[config.mk]
export PLATFORM = sky130hd
export DESIGN_NAME = pipe_hazard
export DESIGN_NICKNAME = d
export VERILOG_FILES = /design/src/rtl/pipe_hazard.sv
export SDC_FILE = /design/constraint.sdc
export NUM_CORES = 1
export LEC_CHECK = 0
export CAP_MARGIN = 20
export CORE_MARGIN = 2
export CORE_UTILIZATION = 40
export DETAILED_ROUTE_END_ITERATION = 16
export HOLD_SLACK_MARGIN = 0.08
export PLACE_DENSITY_LB_ADDON = 0.25
export SLEW_MARGIN = 20
export SYNTH_ARGS = -nofsm -noshare
export SYNTH_HDL_FRONTEND = slang
export SYNTH_SLANG_ARGS = --single-unit
[constraint.sdc]
create_clock -name clk -period 4.4 [get_ports clk]
set_input_delay 1.1 -clock clk [delete_from_list [all_inputs] [get_ports clk]]
set_output_delay 1.1 -clock clk [all_outputs]
set_load 0.005 [all_outputs]
[src/rtl/pipe_hazard.sv]
// Hazard unit for the 5-stage MIPS pipeline: operand forwarding, load-use and
// branch stalls, plus a req/ack handshake that holds the pipeline on M-stage memory accesses.
module pipe_hazard #(
  parameter int unsigned TIMEOUT = 16
) (
  input  logic       clk,
  input  logic       rst,
  input  logic [4:0] rsD,
  input  logic [4:0] rtD,
  input  logic [4:0] rsE,
  input  logic [4:0] rtE,
  input  logic [4:0] writeregE,
  input  logic [4:0] writeregM,
  input  logic [4:0] writeregW,
  input  logic       regwriteE,
  input  logic       regwriteM,
  input  logic       regwriteW,
  input  logic       memtoregE,
  input  logic       memtoregM,
  input  logic       memwriteM,
  input  logic       branchD,
  input  logic       dmem_ack,
  output logic       forwardAD,
  output logic       forwardBD,
  output logic [1:0] forwardAE,
  output logic [1:0] forwardBE,
  output logic       stallF,
  output logic       stallD,
  output logic       stallE,
  output logic       stallM,
  output logic       flushE,
  output logic       flushW,
  output logic       dmem_req,
  output logic       dmem_err
);

  localparam int unsigned REG_W = 5;
  localparam int unsigned CNT_W = 8;
  localparam logic [CNT_W-1:0] CNT_LAST = CNT_W'(TIMEOUT - 1);

  typedef enum logic [1:0] {
    S_IDLE = 2'd0,
    S_WAIT = 2'd1,
    S_DONE = 2'd2
  } state_e;

  state_e           state_q, state_d;
  logic [CNT_W-1:0] cnt_q, cnt_d;
  logic             err_q, err_d;

  logic access_m;
  logic lw_stall;
  logic br_stall;
  logic mem_stall;

  // ALU operand source: M-stage result beats W-stage result; r0 never forwards
  function automatic logic [1:0] fwd_sel(input logic [REG_W-1:0] src);
    logic [1:0] sel;
    sel = 2'b00;
    if (src != '0) begin
      if (regwriteM && (src == writeregM)) begin
        sel = 2'b10;
      end else if (regwriteW && (src == writeregW)) begin
        sel = 2'b01;
      end
    end
    return sel;
  endfunction

  always_comb begin
    forwardAE = fwd_sel(rsE);
    forwardBE = fwd_sel(rtE);
    forwardAD = (rsD != '0) && regwriteM && (rsD == writeregM);
    forwardBD = (rtD != '0) && regwriteM && (rtD == writeregM);
  end

  always_comb begin
    lw_stall = memtoregE && ((rsD == rtE) || (rtD == rtE));
    br_stall = branchD &&
               ((regwriteE && ((writeregE == rsD) || (writeregE == rtD))) ||
                (memtoregM && ((writeregM == rsD) || (writeregM == rtD))));
    access_m  = memtoregM || memwriteM;
    mem_stall = access_m && (state_q != S_DONE);
  end

  // A stalled M stage keeps E held rather than bubbled, so the flush yields to it
  always_comb begin
    stallF   = lw_stall || br_stall || mem_stall;
    stallD   = lw_stall || br_stall || mem_stall;
    stallE   = mem_stall;
    stallM   = mem_stall;
    flushE   = (lw_stall || br_stall) && !mem_stall;
    flushW   = mem_stall;
    dmem_req = mem_stall && !rst;
    dmem_err = err_q;
  end

  // Memory handshake: ack has priority over the timeout on the same cycle
  always_comb begin
    state_d = state_q;
    cnt_d   = cnt_q;
    err_d   = err_q;
    unique case (state_q)
      S_IDLE: begin
        if (access_m) begin
          state_d = S_WAIT;
          cnt_d   = '0;
        end
      end
      S_WAIT: begin
        cnt_d = cnt_q + CNT_W'(1);
        if (dmem_ack) begin
          state_d = S_DONE;
        end else if (cnt_q == CNT_LAST) begin
          state_d = S_DONE;
          err_d   = 1'b1;
        end
      end
      S_DONE: begin
        state_d = S_IDLE;
      end
      default: begin
        state_d = S_IDLE;
      end
    endcase
  end

  always_ff @(posedge clk) begin
    if (rst) begin
      state_q <= S_IDLE;
      cnt_q   <= '0;
      err_q   <= 1'b0;
    end else begin
      state_q <= state_d;
      cnt_q   <= cnt_d;
      err_q   <= err_d;
    end
  end

endmodule

======== Yosys cells after proc, flatten, opt, wreduce, memory -nomap -nowiden ========
Cells that the tools add are included.
operators by class
  equality and inequality tests ........... 17
  bitwise logic cells ..................... 1
  muxes and demuxes ....................... 12
  reduce and logical (&&, ||, !) cells .... 33
  $add $sub $neg .......................... 1
operator list
  operator                                                               number
  5-bit equality test                                                    12
  5-bit nonzero test                                                     4
  8-bit case mux with 2 select lines                                     1
  1-bit logical AND                                                      15
  2-bit two-way mux                                                      7
  8-bit by 1-bit adder with 8-bit output, second input constant          1
  8-bit by 4-bit equality test with 1-bit output, second input constant  1
  8-bit two-way mux                                                      1
  1-bit logical OR                                                       7
  2-bit != test, second input constant                                   2
  2-bit case mux with 2 select lines                                     1
  2-bit AND reduction                                                    2
  3-bit != test, second input constant                                   1
  3-bit AND reduction                                                    1
  2-bit by 1-bit equality test with 1-bit output, second input constant  1
  1-bit zero test                                                        2
  2-bit zero test                                                        1
  1-bit two-way mux                                                      2
  2-bit nonzero test                                                     1
  1-bit NOT                                                              1
word-level totals
  output and inout port bits .............. 14
  bits in registers ....................... 11

======== Logic depth before layout (Yosys ltp) ========
Gate-level depths: netlist of run 1.
  depth after elaboration ................. 7
  mapped depth ............................ 7
  depth with buffers taken out ............ 5

======== Worst setup path before layout of run 1 ========
OpenSTA, ideal clock, no wires.
  path type ............................... input to output
  from .................................... in rtE[0]
  to ...................................... out stallF
  stages on the path ...................... 7
  slack ................................... 1156 ps
  data arrival time ....................... 2144 ps
  path buffers ............................ 2
  required time ........................... 3300 ps
  path through ............................ buf_2 xor2_1 nor4_1 nand3_1 and4_4 nand3_1 buf_4
between the ends
  word-level cells in the longest chain between the ends .. 5
  elaborated cells between the ends (all ways) .. 6
  classes of those cells .................. eq/ne (2); reduce/logical (4)
RTL lines
  item                               RTL line  source
  from (decl)                        11        input logic [4:0] rtE,
  5-bit equality test                78        lw_stall = memtoregE && ((rsD == rtE) || (rtD == rtE));
  1-bit logical OR (*)               78
  1-bit logical AND (*)              78
  1-bit logical OR (*) (2 in a row)  --
  to (decl)                          27        output logic stallF,
Every way passes the cells marked *; elsewhere a longest branch is shown, timed or not.

======== Worst setup path after layout of run 1 ========
  from .................................... in rsD[0]
  to ...................................... out flushE
between the ends
  word-level cells in the longest chain between the ends .. 7
  elaborated cells between the ends (all ways) .. 13
  classes of those cells .................. eq/ne (3); reduce/logical (10)
RTL lines
  item                                    RTL line  source
  from (decl)                             8         input logic [4:0] rsD,
  5-bit equality test (on tied branches)  80, 81
  1-bit logical OR (on tied branches)     80, 81
  1-bit logical AND (on tied branches)    80, 81
  1-bit logical OR                        80        ((regwriteE && ((writeregE == rsD) || (writeregE == rtD))) ||
  1-bit logical AND                       79        br_stall = branchD &&
  1-bit logical OR (*)                    92        flushE = (lw_stall || br_stall) && !mem_stall;
  1-bit logical AND (*)                   92
  to (decl)                               31        output logic flushE,
Marked as above.

==> results_dict.tcl, run 1 <==
set metrics [dict create \
    drt_wl_total_mm 3.499 \
    vias 1348 \
    ff_latch_area_um2 220.2 \
    htreeDepth 1 \
    power_frac_comb 0.442 \
    grt.total_usage 0.2140 \
    swShare 0.3144 \
    areaGrowthSynthToFinish_pct 49.13 \
    power_density_nw_per_um2 170.9 \
    port_buffers 58 \
    cp_slowest_cell "clkdlybuf4s50_1" \
    critical_path_class "input pin to output pin" \
    rrSetupSlack_ns 3.01 \
    drv_cap 0 \
    pin_count 59 \
    fin_crit_sh 0.9626 \
    clock_tree.buffer_depth 2 \
    leakage_nw 0.6777 \
    crit_path_max_incr_delay_ns 0.60 \
    slew_violations 0 \
    synth_area_leader_cell "xor2_1" \
    finalSetupTns_ns 0 \
    post-cts-setup-buffer-count 0 \
    row_count 20 \
    required_ns 3.30 \
    die_area_um2 3521 \
    crit_path_start_kind "input pin" \
    hold_class "flop to flop" \
    die_h_um 59.34 \
    wl_per_cell_um 14.22 \
    finalSetupViolCount 0 \
    drive_above_1_share 0.05164 \
    vdd_ir_drop_max_mv 0.07717 \
    cts.clk_slew.worst_paths_ns 0.06 \
    gr-total-overflow 0 \
    crit_chain "clkdlybuf4s50_1 -> xnor2_1 -> nand3_1 -> nor3_1 -> o211ai_1 -> a21oi_1 -> clkdlybuf4s50_1" \
    grt_max_degree 13 \
    drcViolationCount 0 \
    antenna_found_initial 0 \
    hold_path_depth 2 \
    cpMostUsedCell "clkdlybuf4s50_1" \
    syn-cell-area_um2 1225 \
    critPathArrivalTime_ns 3.14 \
    ys_seq_area_frac 0.1798 \
    gp_congestion 0.9171 \
    first_pass_iters 4 \
    nFillCells 273 \
    seqPwrFrac 0.334 \
    clock_power_share 0.224 \
    crit_cells 7 \
    final-hold-violation-count 0 \
    core_um2 2978 \
    hpwl_mm 2.966 \
    cts_root_buffer "clkbuf_4" \
    numCtsBuffers 3 \
    finClkSkew_ns 0.004526 \
    ys_top_cells_by_area "xor2_1 24%, dfxtp_1 18%, xnor2_1 10%" \
    synth_fp_nets 205 \
    synth-seq-cells 11 \
    r2r_cells 5 \
    dr.first_iter.drc_count 117 \
    path_delay_family "buffers and inverters" \
    cts.sinks 11 \
    n_antenna_cell 0 \
    fmax_ghz 0.2361 \
    crit_fanout 4 \
    multi_input_area_um2 928.4 \
    crit_buf_inv 2 \
    clk_latency_ns 0.28 \
    grt_pass1_wl_mm 5.865 \
    tightest_slew_ns 0.4324 \
    synth.distinct_cells 35 \
    p_int_mw 0.2140 \
    syn_avg_cell_area_um2 7.704 \
    cts_tree "yes" \
    yosysWarnings 0 \
    syn_inst 159 \
    grt_pass1_vias 1373 \
    vias_per_cell 5.480 \
    die_w_um 59.34 \
    cts_hold_buf 0 \
    hold_ws_ns 0.4768 \
    rsz0062_at_grt "false" \
    switching_power_mw 0.09816 \
    critPathCaptureType "output pin" \
    cts_resized 0 \
    relSlewSlack 0.7108 \
    synth.top_cell.area_share 0.2431 \
    status "completed" \
    fin_nets 260 \
    start_util 0.4113 \
    period_minus_slack_ns 4.235 \
    ant_nets 0 \
]
==> per-stage QoR <==
step | instance area (µm²) | util | power (mW) | std cells | setup WS, ns
2_1_floorplan | 1225 | - | 0.1719 | 159 | 1.156
3_3_place_gp | 1800 | 0.6046 | 0.2403 | 242 | 0.1670
3_5_place_dp | 1800 | 0.6046 | 0.2443 | 242 | 0.1691
4_1_cts | 1827 | 0.6134 | 0.3144 | 246 | 0.1654
5_1_grt | 1827 | 0.6134 | 0.3351 | 246 | 0.006246
6_report | 1827 | 0.6134 | 0.3122 | 246 | 0.1647
==> cells in the mapped netlist, drive strengths merged <==
master and number:
nand2 2, nand2b 1, nand4 2, nor2 15
a21oi 11, xnor2 14, and3 2, a21boi 2
mux2 1, o21ai 2, clkbuf 2, a211oi 1
ha 1, or3 4, nor4 8, nand3b 1
or4 2, nor3 10, and4 1, xor2 34
dfxtp 11, a21o 3, a22oi 1, buf 8
o311a 2, o211ai 2, nand3 11, inv 4
o311ai 1
==> worst min-delay path, cell delays in order (launching register included) <==
cell and delay, ns:
dfxtp_1 0.33, a21oi_1 0.04, nor2_1 0.07
==> cells by family after synthesis <==
kind of cell,count (synthesis),synth area share
flops,11,0.1798
compound gates,25,0.1328
buf+inv,14,0.06231
mux,1,0.009192
fa+ha+maj,1,0.01021
xor+xnor,48,0.3432
simple gates,59,0.2625
==> cell usage in the layout, fill, tap and decap left out <==
cell type / netlist / final
a211oi_1: 1 / 1
a21boi_0: 2 / 2
a21o_1: 2 / 2
a21o_2: 1 / 1
a21oi_1: 11 / 11
a22oi_1: 1 / 1
and3_1: 2 / 2
and4_4: 1 / 1
buf_4: 3 / 2
clkbuf_1: 2 / 1
clkbuf_4: 0 / 3
clkdlybuf4s50_1: 0 / 58
dfxtp_1: 11 / 11
ha_1: 1 / 1
inv_1: 3 / 3
inv_2: 1 / 1
mux2_2: 1 / 1
nand2_1: 2 / 2
nand2b_1: 1 / 1
nand3_1: 10 / 10
nand3_2: 1 / 1
nand3b_1: 1 / 1
nand4_1: 2 / 2
nor2_1: 14 / 14
nor2_4: 1 / 1
nor3_1: 10 / 10
nor4_1: 8 / 8
o211ai_1: 2 / 2
o21ai_0: 2 / 2
o311a_1: 2 / 2
o311ai_0: 1 / 1
or3_1: 4 / 4
or4_1: 2 / 2
xnor2_1: 14 / 14
xor2_1: 34 / 34
==> sequential cells by signal, summed over array words and instances, names as in the netlist <==
signal,cells
cnt_q,8
state_q,2
dmem_err,1
==> power by group through the flow <==
stage               combinational (mW)  sequential, mW  clock [mW]
floorplan                       0.0658           0.106           0
finish                           0.138           0.104      0.0698
detailed placement               0.138           0.106           0
CTS                              0.138           0.104      0.0718
global placement                 0.134           0.106           0
global route                     0.150           0.105      0.0807
==> final cells by class <==
| type | instances | area share |
|---|---|---|
| clock buffer | 4 | 0.01438 |
| inverter | 4 | 0.008219 |
| multi-input combinational | 134 | 0.5082 |
| sequential | 11 | 0.1205 |
| tap | 33 | 0.02260 |
| timing repair buffer | 60 | 0.3260 |
==> per-layer routing <==
layer,vias to the layer above,global-route usage,part of all wire
met5,-,0,0
met4,0,0.09416,0.0097
met3,3,0.02183,0.066
met2,58,0.3830,0.52
met1,617,0.2546,0.41
li1,670,-,-
==> path summary, 6_finish.rpt <==
path	endpoint	startpoint
max	flushE	rsD[0]
min	dmem_err	dmem_err
max reg2reg	cnt_q[7]	state_q[0]
min reg2reg	dmem_err	dmem_err
Power figures use the tool's default switching activity.
==> inputs of run 2 (changes only) <==
--- a/config.mk
+++ b/config.mk
@@ -6,7 +6,7 @@
 export NUM_CORES = 1
 export LEC_CHECK = 0
 export CAP_MARGIN = 20
-export CORE_MARGIN = 2
+export CORE_MARGIN = 5
 export CORE_UTILIZATION = 40
 export DETAILED_ROUTE_END_ITERATION = 16
 export HOLD_SLACK_MARGIN = 0.08
==> run 2 against run 1 <==
Critical path type unchanged. First-iteration DRC count fell by 31%. Non-clock buffer count decreased by 1. Hold slack better by 0.0085 ns. Sequential cell count is the same. Routed wire length fell by 2.3%.
==> results_dict.tcl, run 2 (synthesized netlist as in run 1, its figures left out) <==
set metrics [dict create \
    status "completed" \
    finClkSkew_ns 0.005224 \
    crit_fanout 5 \
    hpwl_mm 2.935 \
    final-hold-violation-count 0 \
    layout_commonest_cell "clkdlybuf4s50_1" \
    final_cell_mix "57 x clkdlybuf4s50_1, 34 x xor2_1, 14 x xnor2_1, 14 x nor2_1" \
    cts.clk_slew.worst_paths_ns 0.07 \
    wl_met3_um 163 \
    cts_root_buffer "clkbuf_4" \
    relSlewSlack 0.7092 \
    wl_met2_mm 1.701 \
    drv_cap 0 \
    core_um2 3003 \
    clk_latency_ns 0.26 \
    grt_max_degree 13 \
    drive_above_1_share 0.05189 \
    period_minus_slack_ns 4.171 \
    post-cts-setup-buffer-count 0 \
    cts_tree "yes" \
    wl_met1_mm 1.500 \
    finalSetupViolCount 0 \
    cts.sinks 11 \
    n_antenna_cell 0 \
    largest_reg_flops 8 \
    utilization 0.6083 \
    timing.rr.start "cnt_q[0]" \
    required_ns 3.30 \
    power_density_nw_per_um2 169.2 \
    gp_congestion 0.8882 \
    clock_tree.buffer_depth 2 \
    areaGrowthSynthToFinish_pct 49.13 \
    place_area_um2 1793 \
    design_area_um2 1827 \
    tightest_slew_ns 0.4348 \
    row_count 20 \
    rsz0062_at_grt "false" \
    hold_class "flop to flop" \
    port_buffers 58 \
    top_layer "met4" \
    start_util 0.4079 \
    vdd_ir_drop_max_mv 0.07552 \
    wl_per_cell_um 13.96 \
    grt_pass1_wl_mm 5.823 \
    critical_path_class "input pin to output pin" \
    rrSetupSlack_ns 2.97 \
    hold_path_depth 2 \
    r2r-end "cnt_q[6]" \
    die_area_um2 4269 \
    hold-path-endpoint "dmem_err" \
    first_pass_iters 4 \
    leakage_nw 0.6824 \
    worstHoldStart "dmem_err" \
    critPathArrivalTime_ns 3.07 \
    dr.first_iter.drc_count 81 \
    finalSetupTns_ns 0 \
    grt.total_usage 0.1646 \
    pin_count 59 \
    ant_nets 0 \
    crit_path_start_kind "input pin" \
    gr-total-overflow 0 \
    antenna_found_initial 0 \
    fin_nets 259 \
    htreeDepth 1 \
    critPathCaptureType "output pin" \
    fmax_ghz 0.2398 \
    crit_path_max_incr_delay_ns 0.55 \
    die_h_um 65.34 \
    r2r_cells 4 \
    cpMostUsedCell "clkdlybuf4s50_1" \
    drt_wl_total_mm 3.420 \
    drcViolationCount 0 \
    die_w_um 65.34 \
    crit_chain "clkdlybuf4s50_1 -> xor2_1 -> nor4_1 -> nand3_1 -> and4_4 -> a21oi_1 -> clkdlybuf4s50_1" \
    grt_pass1_vias 1438 \
    vias 1319 \
    slew_violations 0 \
    numCtsBuffers 3 \
    fin_crit_sh 0.9478 \
    regMostFlops "cnt_q" \
    p_total_mw 0.3090 \
    vias_per_cell 5.384 \
    cp_slowest_cell "clkdlybuf4s50_1" \
]
-- run 2: cell count changes in the layout (fill, tap and decap cells not counted), sizes merged --
cell / previous run / this run
dlymetal6s2s: 0 / 1
buf: 2 / 1
clkdlybuf4s50: 58 / 57
-- run 2: metal layers --
layer  vias to the layer above  global-route usage
li1                        667                   -
met5                         -                   0
met4                         0             0.06218
met3                         8             0.02222
met2                        42              0.2984
met1                       602              0.1946
-- run 2: cell type report --
class                   instances  area [µm²]
clock buffers                   4       26.28
fillers                       269        1176
inverters                       4       15.01
multi-input cells             134       933.4
flip-flops and latches         11       220.2
well taps                      33       41.29
repair buffers                 59       590.6
-- run 2: per-stage QoR --
stage	hold slack [ns]	instances	setup slack (ns)
final	0.4853	245	0.2295
after global routing	0.5263	245	0.02355
after CTS	0.4957	245	0.1709
after detailed placement	0.4769	241	0.1749
after global placement	0.4578	241	0.1859
after floorplan	0.4604	159	1.156
-- run 2: worst max-delay path by stage --
stage                 startpoint      to  slack (ns)  depth (start not counted)
global route              rsD[3]  flushE        0.02                          7
detailed placement  writeregM[0]  flushE        0.17                          7
floorplan                 rtE[0]  stallF        1.16                          7
finish                    rtE[1]  flushE        0.23                          7
CTS                 writeregM[0]  flushE        0.17                          7
global placement    writeregM[4]  flushE        0.19                          7
-- run 2: repair_timing --
item	in CTS	in global routing
hold buffers	0	0
setup endpoints to repair	0	1
gates resized for setup	0	2
-- run 2: worst max-delay path: cells and delay by family --
| kind | cells | cell delay [ns] |
|---|---|---|
| AOI/OAI and AO/OA | 1 | 0.11 |
| xor gates and xnor gates | 1 | 0.22 |
| buffers and inverters | 2 | 1.07 |
| and+or+nand+nor | 3 | 0.56 |
-- run 2: where the power goes --
group          switching (mW)  internal, mW
combinational          0.0609        0.0764
clock                  0.0326        0.0350
sequential            0.00230         0.102
==> inputs of run 3 (changes only) <==
--- a/config.mk
+++ b/config.mk
@@ -6,8 +6,9 @@
 export NUM_CORES = 1
 export LEC_CHECK = 0
 export CAP_MARGIN = 20
+export CORE_ASPECT_RATIO = 0.6
 export CORE_MARGIN = 5
-export CORE_UTILIZATION = 40
+export CORE_UTILIZATION = 44
 export DETAILED_ROUTE_END_ITERATION = 16
 export HOLD_SLACK_MARGIN = 0.08
 export PLACE_DENSITY_LB_ADDON = 0.25
==> run 3 against run 2 <==
Critical path depth decreased by 1. Sequential share of layout area shrank 0.31 points. Combinational power is 7% higher. First-iteration DRC count decreased by 19%. Utilization rose by 12 points. Final cell count is 0.41% higher. Hold slack improved by 0.0089 ns. Critical endpoint is now forwardBE[1]. Largest cell class unchanged. Highest routed layer unchanged.
==> results_dict.tcl, run 3 (synthesized netlist as in run 1, its figures left out) <==
set metrics [dict create \
    final-hold-violation-count 0 \
    nFillCells 180 \
    r2r-end "cnt_q[6]" \
    power_density_nw_per_um2 187.6 \
    p_total_mw 0.3518 \
    fmax_ghz 0.2325 \
    finalSetupTns_ns 0 \
    hold-path-endpoint "dmem_err" \
    rrSetupSlack_ns 2.96 \
    power_frac_comb 0.416 \
    multi_input_area_um2 952.2 \
    path_delay_family "buffers and inverters" \
    cts_root_buffer "clkbuf_8" \
    seqPwrFrac 0.297 \
    vdd_ir_drop_max_mv 0.1718 \
    relSlewSlack 0.5467 \
    clk_latency_ns 0.24 \
    drcViolationCount 0 \
    tightest_slew_ns 0.6737 \
    grt.total_usage 0.2129 \
    die_h_um 50.87 \
    hold_path_depth 2 \
    period_minus_slack_ns 4.301 \
    worstHoldStart "dmem_err" \
    r2r_cells 4 \
    cts.clk_slew.worst_paths_ns 0.05 \
    layout_commonest_cell "clkdlybuf4s50_1" \
    finClkSkew_ns 0.003366 \
    vias 1391 \
    switching_power_mw 0.1077 \
    swShare 0.3062 \
    crit_buf_inv 2 \
    clock_power_share 0.286 \
    cts_tree "yes" \
    largest_reg_flops 8 \
    vias_per_cell 5.654 \
    die_area_um2 3974 \
    htreeDepth 1 \
    drv_cap 0 \
    cpMostUsedCell "clkdlybuf4s50_1" \
    crit_path_max_incr_delay_ns 0.54 \
    antenna_found_initial 0 \
    dr.first_iter.drc_count 66 \
    grt_pass1_vias 1312 \
    core_um2 2575 \
    n_antenna_cell 0 \
    critPathArrivalTime_ns 3.20 \
    gr-total-overflow 0 \
    fin_crit_sh 0.9775 \
    wl_per_cell_um 17.22 \
    required_ns 3.30 \
    status "completed" \
    row_count 14 \
    cts.sinks 11 \
    final_cell_mix "58 x clkdlybuf4s50_1, 34 x xor2_1, 14 x xnor2_1, 14 x nor2_1" \
    start_util 0.4757 \
    die_w_um 78.12 \
    slew_violations 0 \
    p_int_mw 0.2441 \
    port_buffers 58 \
    gp_congestion 0.9818 \
    hpwl_mm 3.564 \
    ff_latch_area_um2 220.2 \
    finalSetupViolCount 0 \
    critical_path_class "input pin to output pin" \
    drive_above_1_share 0.07477 \
    crit_path_start_kind "input pin" \
    leakage_nw 0.6920 \
    hold_ws_ns 0.4941 \
    numCtsBuffers 3 \
    pin_count 59 \
    utilization 0.7284 \
    drt_wl_total_mm 4.236 \
    fin_nets 261 \
    crit_fanout 5 \
    first_pass_iters 4 \
    critPathCaptureType "output pin" \
    grt_max_degree 13 \
    rsz0062_at_grt "false" \
    hold_class "flop to flop" \
    ant_nets 0 \
    crit_chain "clkdlybuf4s50_1 -> xor2_1 -> nor4_1 -> and3_1 -> a21boi_0 -> clkdlybuf4s50_1" \
    cp_slowest_cell "clkdlybuf4s50_1" \
    grt_pass1_wl_mm 6.748 \
    timing.rr.start "cnt_q[0]" \
    clock_tree.buffer_depth 2 \
    regMostFlops "cnt_q" \
    areaGrowthSynthToFinish_pct 53.12 \
]
run 3: changes by cell type in the layout (fill, tap and decap cells not counted):
cell and delta:
buf_4 +2, nor4_2 +3, nor4_1 -3, dlymetal6s2s_1 -1, clkdlybuf4s50_1 +1, clkbuf_8 +3, clkbuf_4 -3
run 3: power groups by stage:
stage | Clock, mW | Combinational (mW) | Sequential (mW)
6_report | 0.101 | 0.147 | 0.105
5_1_grt | 0.107 | 0.157 | 0.105
4_1_cts | 0.101 | 0.141 | 0.105
3_5_place_dp | 0 | 0.140 | 0.106
3_3_place_gp | 0 | 0.137 | 0.106
2_1_floorplan | 0 | 0.0658 | 0.106
run 3: final cells by class:
cell class | count | share of cell area
multi-input combinational | 134 | 0.5077
sequential | 11 | 0.1174
inverter | 4 | 0.008005
timing repair buffer | 61 | 0.3215
clock buffer | 4 | 0.02402
tap | 32 | 0.02135
run 3: what timing repair did:
item / in CTS / in global routing
hold buffers: 0 / 0
resized for setup: 0 / 4
endpoints found under the setup margin: 0 / 4
setup buffers: 0 / 0
run 3: layer usage:
metal	global-route usage	share of wire	wire, µm	vias to the layer above
met5	0	0	0	-
met3	0.09123	0.12	518	6
met2	0.3008	0.40	1694	78
met4	0.02528	0.011	47	0
li1	-	-	-	669
met1	0.3070	0.47	1975	638
run 3: worst max-delay path by stage:
stage | slack [ns] | from | to | cells past startpoint
floorplan | 1.16 | rtE[0] | stallF | 7
global placement | 0.08 | rtE[1] | flushE | 7
detailed placement | 0.06 | rtE[3] | flushE | 7
CTS | 0.05 | rtE[1] | flushE | 7
global route | 0.005 | rtE[1] | flushE | 7
finish | 0.1 | rtE[3] | forwardBE[1] | 6
run 3: stage by stage:
stage | instances | worst slack (ns) | area (µm²)
6_report | 246 | 0.09889 | 1876
2_1_floorplan | 159 | 1.156 | 1225
3_3_place_gp | 242 | 0.07669 | 1807
4_1_cts | 246 | 0.05161 | 1852
3_5_place_dp | 242 | 0.05830 | 1807
5_1_grt | 246 | 0.004598 | 1876
run 3: worst min-delay path: cells and delay by family, from the launching register on:
family	cells	cell delay (ns)
compound gates	1	0.05
flops	1	0.32
simple gates	1	0.09
